[config.mk]
export PLATFORM = sky130hd
export DESIGN_NAME = multi_collision_detector
export DESIGN_NICKNAME = d
export VERILOG_FILES = /design/src/rtl/multi_collision_detector.sv
export SDC_FILE = /design/constraint.sdc
export NUM_CORES = 1
export LEC_CHECK = 0
export CELL_PAD_IN_SITES_DETAIL_PLACEMENT = 1
export CELL_PAD_IN_SITES_GLOBAL_PLACEMENT = 2
export CORE_UTILIZATION = 38
export CTS_CLUSTER_DIAMETER = 30
export DETAILED_ROUTE_END_ITERATION = 16
export PLACE_DENSITY_LB_ADDON = 0.1
export SYNTH_ARGS = -nofsm -noshare
export SYNTH_HDL_FRONTEND = slang
export SYNTH_SLANG_ARGS = --single-unit
[constraint.sdc]
create_clock -name CLOCK_50 -period 14.6 [get_ports CLOCK_50]
set_input_delay 2.19 -clock CLOCK_50 [delete_from_list [all_inputs] [get_ports CLOCK_50]]
set_output_delay 2.19 -clock CLOCK_50 [all_outputs]
set_load 0.01 [all_outputs]
[src/rtl/multi_collision_detector.sv]
// -----------------------------------------------------------------------------
// multi_collision_detector
//
// Purpose:
//   Per-frame player-vs-bullet hit test over N_BULLETS slots. A scan snapshots
//   all positions on the start edge, then evaluates one slot per clock with a
//   single shared comparator. Results (mask, lowest hit index, damage pulse,
//   saturating damage count) update together on the final edge with a
//   one-cycle done pulse.
//
// Optional feature macro: COLLISION_IFRAME_EN
//   When defined, an 8-bit invincibility counter suppresses damage for
//   IFRAME_SCANS completed scans after a damaging scan. When undefined,
//   invincible is tied low and every scan with an overlap deals damage.
//
// Ports:
//   CLOCK_50       in   system clock, rising edge
//   reset          in   asynchronous active-high reset
//   start          in   scan request, sampled only while idle
//   player_x/y     in   player top-left corner
//   bullet_x_bus   in   slot i x = [i*X_W +: X_W]
//   bullet_y_bus   in   slot i y = [i*Y_W +: Y_W]
//   bullet_active  in   per-slot live flag; inactive slots never hit
//   busy           out  high while scanning or finishing
//   done           out  one-cycle pulse when results update
//   hit_mask       out  per-slot overlap of the last scan
//   first_hit_idx  out  lowest set bit of hit_mask, 0 if none
//   damage         out  one-cycle pulse with done: overlap and not invincible
//   hit_total      out  damage pulse count, saturating at 255
//   invincible     out  invincibility counter nonzero
// -----------------------------------------------------------------------------
module multi_collision_detector #(
  parameter int N_BULLETS    = 8,
  parameter int X_W          = 8,
  parameter int Y_W          = 7,
  parameter int PLAYER_W     = 8,
  parameter int PLAYER_H     = 8,
  parameter int BULLET_W     = 8,
  parameter int BULLET_H     = 4,
  parameter int IFRAME_SCANS = 30,
  localparam int IDXW        = $clog2(N_BULLETS)
) (
  input  logic                     CLOCK_50,
  input  logic                     reset,
  input  logic                     start,
  input  logic [X_W-1:0]           player_x,
  input  logic [Y_W-1:0]           player_y,
  input  logic [N_BULLETS*X_W-1:0] bullet_x_bus,
  input  logic [N_BULLETS*Y_W-1:0] bullet_y_bus,
  input  logic [N_BULLETS-1:0]     bullet_active,
  output logic                     busy,
  output logic                     done,
  output logic [N_BULLETS-1:0]     hit_mask,
  output logic [IDXW-1:0]          first_hit_idx,
  output logic                     damage,
  output logic [7:0]               hit_total,
  output logic                     invincible
);

  localparam logic [1:0] S_IDLE   = 2'd0;
  localparam logic [1:0] S_SCAN   = 2'd1;
  localparam logic [1:0] S_FINISH = 2'd2;

  // Box extents widened by one bit so sums near the screen edge cannot wrap.
  localparam logic [X_W:0] PW_EXT = (X_W+1)'(PLAYER_W);
  localparam logic [X_W:0] BW_EXT = (X_W+1)'(BULLET_W);
  localparam logic [Y_W:0] PH_EXT = (Y_W+1)'(PLAYER_H);
  localparam logic [Y_W:0] BH_EXT = (Y_W+1)'(BULLET_H);
  localparam logic [IDXW-1:0] LAST_IDX = IDXW'(N_BULLETS - 1);

  // Reject configurations the counter/index widths cannot represent.
  if (N_BULLETS < 2 || IFRAME_SCANS > 255 || IFRAME_SCANS < 0) begin : g_bad_cfg
    $error("multi_collision_detector: unsupported parameter set");
  end

  logic [1:0]                 r_state;
  logic [IDXW-1:0]            r_idx;
  logic [X_W-1:0]             r_px;
  logic [Y_W-1:0]             r_py;
  logic [N_BULLETS*X_W-1:0]   r_bx_bus;
  logic [N_BULLETS*Y_W-1:0]   r_by_bus;
  logic [N_BULLETS-1:0]       r_act;
  logic [N_BULLETS-1:0]       r_scratch;
  logic [N_BULLETS-1:0]       r_hit_mask;
  logic [IDXW-1:0]            r_first;
  logic                       r_done;
  logic                       r_damage;
  logic [7:0]                 r_total;

  logic [X_W-1:0]             w_bx;
  logic [Y_W-1:0]             w_by;
  logic                       w_slot_hit;
  logic [IDXW-1:0]            w_first;
  logic                       w_inv;
  logic                       w_dmg;

  // Single comparator, steered to the slot under evaluation.
  assign w_bx = r_bx_bus[r_idx*X_W +: X_W];
  assign w_by = r_by_bus[r_idx*Y_W +: Y_W];

  // Strict compares: boxes that only share an edge do not overlap.
  assign w_slot_hit = r_act[r_idx]
                    & ({1'b0, r_px} <  ({1'b0, w_bx} + BW_EXT))
                    & (({1'b0, r_px} + PW_EXT) > {1'b0, w_bx})
                    & ({1'b0, r_py} <  ({1'b0, w_by} + BH_EXT))
                    & (({1'b0, r_py} + PH_EXT) > {1'b0, w_by});

  // Lowest set bit of the completed scan mask; descending loop so the
  // lowest index is written last.
  always_comb begin
    w_first = '0;
    for (int i = N_BULLETS - 1; i >= 0; i--) begin
      if (r_scratch[i]) w_first = IDXW'(i);
    end
  end

  assign w_dmg = (|r_scratch) & ~w_inv;

  always_ff @(posedge CLOCK_50 or posedge reset) begin
    if (reset) begin
      r_state    <= S_IDLE;
      r_idx      <= '0;
      r_px       <= '0;
      r_py       <= '0;
      r_bx_bus   <= '0;
      r_by_bus   <= '0;
      r_act      <= '0;
      r_scratch  <= '0;
      r_hit_mask <= '0;
      r_first    <= '0;
      r_done     <= 1'b0;
      r_damage   <= 1'b0;
      r_total    <= '0;
    end else begin
      r_done   <= 1'b0;
      r_damage <= 1'b0;
      case (r_state)
        S_IDLE: begin
          if (start) begin
            r_px      <= player_x;
            r_py      <= player_y;
            r_bx_bus  <= bullet_x_bus;
            r_by_bus  <= bullet_y_bus;
            r_act     <= bullet_active;
            r_idx     <= '0;
            r_scratch <= '0;
            r_state   <= S_SCAN;
          end
        end
        S_SCAN: begin
          r_scratch[r_idx] <= w_slot_hit;
          r_idx            <= r_idx + IDXW'(1);
          if (r_idx == LAST_IDX) r_state <= S_FINISH;
        end
        S_FINISH: begin
          r_hit_mask <= r_scratch;
          r_first    <= w_first;
          r_done     <= 1'b1;
          r_damage   <= w_dmg;
          if (w_dmg && (r_total != 8'hFF)) r_total <= r_total + 8'd1;
          r_state    <= S_IDLE;
        end
        default: r_state <= S_IDLE;
      endcase
    end
  end

`ifdef COLLISION_IFRAME_EN
  localparam logic [7:0] IFRAME_LOAD = 8'(IFRAME_SCANS);
  logic [7:0] r_iframe;

  // Counts completed scans, so it only moves on the FINISH edge; the scan
  // that deals damage therefore already reports invincible alongside done.
  always_ff @(posedge CLOCK_50 or posedge reset) begin
    if (reset) begin
      r_iframe <= '0;
    end else if (r_state == S_FINISH) begin
      if (w_dmg)                r_iframe <= IFRAME_LOAD;
      else if (r_iframe != '0)  r_iframe <= r_iframe - 8'd1;
    end
  end

  assign w_inv = (r_iframe != '0);
`else
  assign w_inv = 1'b0;
`endif

  assign busy          = (r_state == S_SCAN) || (r_state == S_FINISH);
  assign done          = r_done;
  assign hit_mask      = r_hit_mask;
  assign first_hit_idx = r_first;
  assign damage        = r_damage;
  assign hit_total     = r_total;
  assign invincible    = w_inv;

endmodule
# Yosys cells after proc, flatten, opt, wreduce, memory -nomap -nowiden
# Cells that the tools add are included.
# W data, S select, Z words.
# op_classes
reduce_logical,10
shifts,2
n_mux,22
magnitude_cmp,6
eq_ne,6
n_bitwise,4
mul,1
add_sub_neg,6
# op_table
cell,n
$shiftx A64 B7 Y8,1
$shiftx A56 B7 Y7,1
$mux W3,9
$add A8 B4 Y9 const B,2
$pmux W8 S2,1
$gt A9 B8 Y1,1
$lt A8 B9 Y1,1
$add A7 B3 Y8 const B,1
$add A7 B4 Y8 const B,1
$add A8 B1 Y8 const B,1
$bwmux W8,1
$gt A8 B7 Y1,1
$lt A7 B8 Y1,1
$mux W8,1
$ne A8 B8 Y1 const B,1
$reduce_and A2 Y1,4
$reduce_or A8 Y1,1
$mul A3 B3 Y6 const B,1
$pmux W3 S2,1
$and A1 B1 Y1,4
$lt A3 B4 Y1 const B,1
$mux W1,4
$mux W2,2
$ne A2 B2 Y1 const B,2
other kinds (12),13
# totals
word_cells,70
regBits,177

# Logic depth before layout (Yosys ltp)
# Gate-level depths: netlist of the first run.
# depth
ltp_word,9
depth_mapped,16
depth_no_buf,13

# Least setup slack after synthesis of the first run
# Ideal clock, no wire load.
# synth_timing
path_kind,input port to flip-flop
startpoint,input port start
endpoint,register r_act[0]
arrival_time_ns,3.357
path_slack_ns,11.119
t_required_ns,14.475
cell_stages,4
path_buffers,2
setup_time_ns,0.125
cell_sequence,nand2_1 clkbuf_1 clkbuf_1 mux2_2
# synth_between
elab_chain_len,1
# synth_rtl
element,line,rtl
start: declaration,45,"input logic start,"
$reduce_and A2 Y1 (no source line),-,
end signal: assignment,144,r_act <= bullet_active;
end: declaration,82,logic [N_BULLETS-1:0] r_act;
# No other way between the ends.
# A chain may end at the register's enable or synchronous reset.

# Worst setup path in the final report of the first run
# layout_timing
startpoint,register r_idx[2]
endpoint,register r_scratch[5]
# layout_between
elab_chain_len,9
elab_cells_between_ends,22
classes_between,2 x add/sub; 1 x mul; 6 x order compare; 2 x shift; 6 x mux; 4 x bitwise; 1 x reduce/logical
# layout_rtl
element,line,rtl
start: declaration,77,logic [IDXW-1:0] r_idx;
start signal: assignment,152,r_idx <= r_idx + IDXW'(1);
"parallel branches: the longest is 7 deep, another holds $add A7 B3 Y8",-,
$bwmux W8 (*),151,r_scratch[r_idx] <= w_slot_hit;
$pmux W8 S2 (*),137,case (r_state)
end signal: indexed assignment,151,
end: declaration,83,logic [N_BULLETS-1:0] r_scratch;
# Every way passes the cells marked *. The select of a mux whose other input is x is not followed.

==> PnR_summary.wiki, run 1 <==
{| class="wikitable"
! Metric !! Value
|-
| Synthesized-area fraction occupied by and/or/nand/nor cells || between 5 and 6%
|-
| Floorplan Core Area || between 20,000 and 25,000 sq um
|-
| Ports || ~170
|-
| Static power due to leakage || between 4 and 5 nW
|-
| Post-route clock period utilization || roughly a third
|-
| Number of optimization iterations in the first detailed-route pass || 4
|-
| Nets || between 1k and 1.5k
|-
| Critical path class || reg -> reg
|-
| Outcome || completed
|-
| Yosys top cell area share || 50.3%
|-
| Worst clock skew || between 0.007 and 0.008 ns
|-
| Count of distinct cell types in the synthesized netlist || 57
|-
| Number of vias per cell || between 5 and 6
|-
| Number of cells in the design after placement || around 1.1k
|-
| Ratio of total power to cell area || roughly 210 nW/um^2
|-
| Number of instances resized during post-cts repair || 0
|-
| Vias || a little under 6k
|-
| Sw Ratio || around two fifths
|-
| Wire length of the first global-routing pass || roughly 37,000 um
|-
| Number of clock sinks || between 150 and 200
|-
| Kind of end point of the critical path || flip-flop
|-
| Internal power component || between 1 and 1.5 mW
|-
| Mean cell area of the mapped netlist || between 10 and 15 sq um
|-
| Input/output buffers || 167
|-
| Area enclosed by the die boundary || ~24,000 sq um
|-
| Fraction of final layout cells with drive strength greater than 1 || 26.3%
|-
| Post-route minimum period || about 4.6 ns
|-
| Number of global-route vias before repair || just under 7k
|-
| CTS tree || yes
|-
| Data required time at the worst endpoint || roughly 15 ns
|-
| Number of antenna violations at the first check in global routing || 2
|-
| Total wirelength of the detailed-routed design || 22,800 um
|-
| Syn. warnings || 0
|-
| Iteration-0 DRC count of the detailed router || between 200 and 250
|-
| Area of the mapped netlist || 8810 sq um
|-
| Pins over their slew limit || 0
|-
| Setup violations, final || 0
|-
| Fraction of met1 tracks used by global routing || approximately a quarter
|-
| Cell count after synthesis || around 670
|-
| Post-CTS clock slew at the launch and capture registers of the worst setup and hold paths || 0.07 ns
|-
| Post-synthesis xor/xnor area fraction || under 10%
|-
| Sequential cell area fraction in the yosys report || about 50%
|-
| Worst stage delay on the critical path || 0.65 ns
|-
| Worst hold path type || reg -> reg
|-
| Clock share of power || 18.5%
|-
| R2R Setup Slk || about 10 ns
|-
| Standard cell with the maximum stage delay on the critical path || mux4_1
|-
| Clk root buf || clkbuf_16
|-
| Reg2reg end || r_scratch[5]
|-
| Sequential cell fraction of total power || a little over a third
|-
| Worst Setup Slack post-DPL || 9.66 ns
|-
| Critical register-to-register path startpoint || r_idx[2]
|-
| Startpoint type of the worst setup path || flip-flop
|-
| Yosys top cell by area || dfrtp_1
|-
| Max-cap violations || 0
|-
| Peak-usage layer in the global routing report || met2
|-
| Total count of hold-check failures in the final report || 0
|-
| Postcts setup bufs || 0
|-
| Setup repair after global routing missed its margin || false
|-
| Remaining global-route overflow || 0
|-
| Worst-margin pin slew || slightly above 1 ns
|-
| Cell chain of the critical path || buf_4, mux4_1, mux2i_1, inv_1, ha_1, inv_1, ha_1, a21oi_1, nor2b_1, or4_1, a21oi_1, o221ai_4, o31ai_1
|-
| Worst-path maximum fanout || 33
|-
| Start point of the worst min-delay path || r_by_bus[16]
|-
| Portion of netlist area occupied by mux cells || a little over a quarter
|-
| Logic pwr share || 46.7%
|-
| Height of the chip || roughly 150 um
|-
| Async SR Flop Fraction || 100%
|-
| Post-synthesis net count || between 800 and 900
|-
| Hold path endpoint || r_by_bus[16]
|-
| Clock buffer depth || 2
|-
| Min-Delay Path Depth || 1
|-
| Weighted congestion at the end of routability-driven global placement || 0.769
|-
| Residual DRC || 0
|-
| Maximum number of pins on one net before global-route repair || just over 100
|-
| Count of H-tree levels built during CTS || 4
|-
| Switching power of the nets || about 0.92 mW
|-
| Count of standard-cell rows || 55
|-
| Compound-Gate Fraction of Synth Area || under 10%
|-
| Number of synthesized register bits || about 180
|-
| Top area cells in the synthesized netlist || dfrtp_1 (50%), mux2_2 (20%), ha_1 (5.0%)
|-
| Maximum frequency from static timing analysis || roughly 0.22 GHz
|-
| VDD IR max || 0.0887 mV
|-
| Met2 routing resource usage after global routing || roughly 34%
|-
| Routed WL per cell || between 20 and 25 um
|-
| Buffers & Inverters on Critical Path || 3
|-
| Number of clock buffers inserted by TritonCTS || 17
|-
| Quantity of hold-fixing buffers added after cts || 0
|-
| Summed negative setup slack over all endpoints || 0 ns
|-
| Hpwl dp || between 15,000 and 20,000 um
|-
| Count of cells along the worst register-to-register path || 13
|-
| Crit path DAT || between 4 and 5 ns
|-
| Least setup slack across all paths after layout || about 10 ns
|-
| Adder-cell share of the synthesized area || ~5.0%
|-
| Overall Global Routing Usage || between 20% and 30%
|-
| Tightest slew margin relative to the limit || between 30% and 40%
|-
| Category of cells accounting for the largest share of critical-path delay || multiplexers
|-
| Final cell count without fillers || ~1.1k
|-
| Area growth syn-to-layout || 27.8%
|-
| Flip-flop cell with the highest count after synthesis || dfrtp_1
|-
| Combinational family with the most area after synthesis || multiplexers
|-
| Met3 GRT Util || under 10%
|-
| Final antenna-violating net count || 0
|-
| Die Wd || 154 um
|-
| Min Hold Slack || about 0.5 ns
|-
| Clock latency at the later pin of the worst-skew pair || ~0.43 ns
|-
| Effective utilization at floorplan || approximately two fifths
|-
| Count of flip-flops with a built-in enable after synthesis || 0
|}
[final cells by class]
class,count,area (sq um)
Inverter,26,105
Antenna cell,1,2.50
Tap cell,285,357
Clock buffer,18,429
Fill cell,2317,11500
Multi-Input combinational cell,437,4080
Sequential cell,177,4430
Timing Repair Buffer,172,1710
Clock inverter,14,139
[state kept, by name (all words and copies together) (netlist names), 3 cells and up]
register	count
r_bx_bus	64
r_by_bus	56
hit_mask	8
hit_total	8
r_act	8
r_px	8
r_scratch	8
r_py	7
first_hit_idx	3
r_idx	3
[logic make-up (layout without fill, tap and decap cells)]
logic type | Yosys count | in the layout
AOI/OAI and AO/OA | 90 | 90
xor gates and xnor gates | 18 | 18
adders and majority gates | 35 | 35
buffers and inverters | 60 | 230
DFF | 177 | 177
muxes | 191 | 191
other | 1 | 2
and+or+nand+nor | 102 | 102
[per-layer routing]
metal	share of wire (%)	vias up
met2	50	129
li1	-	2760
met5	0	-
met3	5.7	12
met4	0.82	0
met1	44	3045
[stage by stage]
| step | utilization, % | instance area [sq um] | power, mW |
|---|---|---|---|
| after detailed placement | 47.1 | 10700 | 1.99 |
| final | 49.6 | 11300 | 2.42 |
| after global placement | 47.1 | 10700 | 1.92 |
| after global routing | 49.6 | 11300 | 2.62 |
| after CTS | 49.6 | 11300 | 2.45 |
| after floorplan | - | 8810 | 1.67 |
[how the worst max path moves through the flow]
stage             start      endpoint  cells past startpoint
2_1_floorplan     reset        damage                      1
6_report       r_idx[2]  r_scratch[5]                     13
4_1_cts        r_idx[2]  r_scratch[5]                     13
3_3_place_gp      start   r_by_bus[9]                      4
3_5_place_dp      start   r_by_bus[9]                      4
5_1_grt        r_idx[2]  r_scratch[5]                     13
[cells in the final DEF (no fill, tap or decap), types with 3 or more instances in the layout]
cell	n
inv_8	4
nand3_1	14
buf_4	5
xor2_1	8
nand2_1	29
o21a_1	3
ha_1	35
mux4_2	9
inv_6	5
nor2_1	34
o31ai_1	5
o22ai_1	6
dfrtp_1	175
a22oi_1	4
xnor2_1	10
clkbuf_16	17
clkdlybuf4s50_1	167
mux2i_1	17
mux2_2	156
a21oi_1	27
o21ai_0	16
nor3_1	4
nand2b_1	3
o221ai_1	4
inv_1	23
mux4_1	7
nand4_1	6
a221oi_1	5
a31oi_1	5
[synth_stat cells, drive strengths merged (2+ instances only)]
cell	number
dfrtp	177
mux2	157
ha	35
nor2	34
nand2	32
a21oi	27
inv	26
buf	21
mux2i	18
o21ai	18
mux4	16
nand3	14
clkbuf	13
xnor2	10
xor2	8
nand4	6
o22ai	6
a221oi	5
a31oi	5
nor3	5
o221ai	5
o31ai	5
a22oi	4
nand2b	3
o21a	3
a211oi	2
nor2b	2
o22a	2
o41ai	2
[power groups by stage]
stage                     clock network [mW]  registers, mW  logic (mW)
final                                  0.447          0.843        1.13
after global routing                   0.477          0.875        1.26
after CTS                              0.458          0.845        1.15
after detailed placement                   0          0.852        1.14
after global placement                     0          0.833        1.09
after floorplan                            0          0.794       0.873
(Power assumes the default switching activity.)
==> run 2: changes to the inputs <==
--- a/config.mk
+++ b/config.mk
@@ -7,7 +7,7 @@
 export LEC_CHECK = 0
 export CELL_PAD_IN_SITES_DETAIL_PLACEMENT = 1
 export CELL_PAD_IN_SITES_GLOBAL_PLACEMENT = 2
-export CORE_UTILIZATION = 38
+export CORE_UTILIZATION = 32
 export CTS_CLUSTER_DIAMETER = 30
 export DETAILED_ROUTE_END_ITERATION = 16
 export PLACE_DENSITY_LB_ADDON = 0.1
==> constraint.sdc (replaced) <==
create_clock -name CLOCK_50 -period 3.95 [get_ports CLOCK_50]
set_input_delay 0.5925 -clock CLOCK_50 [delete_from_list [all_inputs] [get_ports CLOCK_50]]
set_output_delay 0.5925 -clock CLOCK_50 [all_outputs]
set_load 0.01 [all_outputs]
==> PnR_summary.wiki, run 2 (synthesis results as in run 1) <==
{| class="wikitable"
! Metric !! Value
|-
| Sw Ratio || between 30% and 40%
|-
| Commonest cells after routing, fill and taps aside || dfrtp_1 (175), clkdlybuf4s50_1 (167), mux2_2 (156)
|-
| Residual DRC || 0
|-
| Number of global-route vias before repair || between 6k and 7k
|-
| Maximum number of pins on one net before global-route repair || 62
|-
| Clock buffer depth || 2
|-
| Clk root buf || clkbuf_16
|-
| Final antenna-violating net count || 0
|-
| Most common library cell in the layout ignoring fill and taps || dfrtp_1
|-
| R2R Setup Slk || between 0.2 and 0.3 ns
|-
| Summed negative setup slack over all endpoints || 0 ns
|-
| Post-route minimum period || roughly 3.7 ns
|-
| Routed WL per cell || 19.9 um
|-
| Post-route clock period utilization || slightly above 90%
|-
| Critical path class || reg -> reg
|-
| Vias || 6,012
|-
| Tightest slew margin relative to the limit || 46.9%
|-
| Internal power component || between 5 and 6 mW
|-
| Critical register-to-register path startpoint || r_idx[2]
|-
| Area occupied by registers || ~4400 sq um
|-
| Worst clock skew || about 0.014 ns
|-
| Outcome || completed
|-
| Biggest registers after layout || r_bx_bus x64, r_by_bus x56
|-
| Worst-path maximum fanout || 10
|-
| Total wirelength of the detailed-routed design || 23,900 um
|-
| Fraction of final layout cells with drive strength greater than 1 || roughly 28%
|-
| Input/output buffers || about 170
|-
| Area of combinational cells with multiple inputs || around 4100 sq um
|-
| Count of standard-cell rows || 60
|-
| Worst hold path type || reg -> reg
|-
| Weighted congestion at the end of routability-driven global placement || 0.798
|-
| Ports || 169
|-
| Iteration-0 DRC count of the detailed router || 190
|-
| Final total power || 9.14 mW
|-
| Sequential cell fraction of total power || 34.4%
|-
| Worst Setup Slack post-DPL || roughly 0.15 ns
|-
| Least setup slack across all paths after layout || ~0.27 ns
|-
| Number of clock sinks || around 180
|-
| Total count of hold-check failures in the final report || 0
|-
| Clock latency at the later pin of the worst-skew pair || approximately 0.43 ns
|-
| Maximum frequency from static timing analysis || 0.272 GHz
|-
| Overall Global Routing Usage || 17.9%
|-
| Switching power of the nets || about 3.5 mW
|-
| Number of vias per cell || 5.00
|-
| Wire length of the first global-routing pass || ~39,000 um
|-
| Startpoint type of the worst setup path || flip-flop
|-
| Final cell count without fillers || ~1.2k
|-
| Floorplan Core Area || around 27,000 sq um
|-
| Ratio of total power to cell area || between 700 and 800 nW/um^2
|-
| Number of clock buffers inserted by TritonCTS || 17
|-
| Area growth syn-to-layout || 30.8%
|-
| Clock share of power || 18.6%
|-
| Postcts setup bufs || 0
|-
| Height of the chip || 168 um
|-
| Source of the critical timing path || r_idx[2]
|-
| VDD IR max || approximately 0.35 mV
|-
| Max-cap violations || 0
|-
| Area enclosed by the die boundary || 28,200 sq um
|-
| Kind of end point of the critical path || flip-flop
|-
| Hpwl dp || ~18,000 um
|-
| Remaining global-route overflow || 0
|-
| Number of optimization iterations in the first detailed-route pass || 4
|-
| Data required time at the worst endpoint || about 4.3 ns
|-
| Pins over their slew limit || 0
|-
| Static power due to leakage || between 4 and 5 nW
|-
| Largest Register || r_bx_bus
|-
| CTS tree || yes
|-
| Crit path DAT || about 4.0 ns
|-
| Count of filler cells inserted in the layout || 2,771
|-
| Count of H-tree levels built during CTS || 4
|-
| Number of antenna violations at the first check in global routing || 2
|-
| Setup violations, final || 0
|-
| Nets || approximately 1.0k
|-
| Number of cells in the design after placement || about 1.2k
|-
| Die Wd || 168 um
|-
| Logic pwr share || 47.0%
|-
| Worst-margin pin slew || between 0.7 and 0.8 ns
|-
| Start point of the worst min-delay path || r_by_bus[51]
|-
| Setup repair after global routing missed its margin || false
|-
| Post-CTS clock slew at the launch and capture registers of the worst setup and hold paths || about 0.080 ns
|-
| Largest register FFs || 64
|-
| Effective utilization at floorplan || between 30% and 40%
|}
==> run 2: final timing paths <==
| check | end | depth (start not counted) |
|---|---|---|
| max | r_scratch[7] | 11 |
| max in group asynchronous | r_idx[1] | 3 |
| min in group asynchronous | r_by_bus[6] | 2 |
| min reg2reg | r_by_bus[51] | 1 |
| max reg2reg | r_scratch[7] | 11 |
| min | r_by_bus[51] | 1 |
==> run 2: worst max-delay path, cell delays in order (launching register included) <==
cell and delay (ns):
dfrtp_2 0.54, mux4_1 0.60, mux2i_1 0.33, inv_1 0.09, ha_1 0.23, xor2_1 0.18, ha_1 0.31, nor2b_1 0.13
or4_1 0.50, a21oi_2 0.20, o221ai_4 0.20, o31ai_1 0.27
==> run 2: timing repair <==
item                       in CTS  in global routing
gates resized for setup         0                  2
hold buffers                    0                  0
setup endpoints to repair       0                  8
==> run 2: layout make-up <==
cell class,count,share of cell area [%]
Antenna cell,2,0.0435
Clock buffer,18,3.73
Inverter,26,0.880
Clock inverter,14,1.40
Tap cell,341,3.70
Multi-Input combinational cell,437,35.5
Sequential cell,177,38.5
Timing Repair Buffer,187,16.3
==> run 2: stage by stage <==
step	area [sq um]	hold slack, ns	util, %
floorplan	8810	0.470	-
global placement	10900	0.479	40.5
detailed placement	10900	0.490	40.5
CTS	11500	0.508	42.7
global route	11500	0.526	42.7
finish	11500	0.503	42.7
==> run 2: routing by layer <==
| metal | routed length [um] | global-route usage [%] | up-vias | share of wire, % |
|---|---|---|---|---|
| met5 | 0 | 0 | - | 0 |
| met4 | 357 | 5.07 | 0 | 1.5 |
| met3 | 873 | 3.39 | 22 | 3.7 |
| met2 | 11300 | 29.1 | 132 | 47 |
| met1 | 11400 | 24.4 | 3064 | 47 |
| li1 | - | - | 2794 | - |
==> run 2: power groups by stage <==
stage | Clock [mW] | Sequential (mW) | Combinational, mW
after floorplan | 0 | 2.94 | 3.23
after global placement | 0 | 3.15 | 4.20
after detailed placement | 0 | 3.19 | 4.31
after CTS | 1.75 | 3.16 | 4.35
after global routing | 1.82 | 3.26 | 4.80
final | 1.70 | 3.15 | 4.30
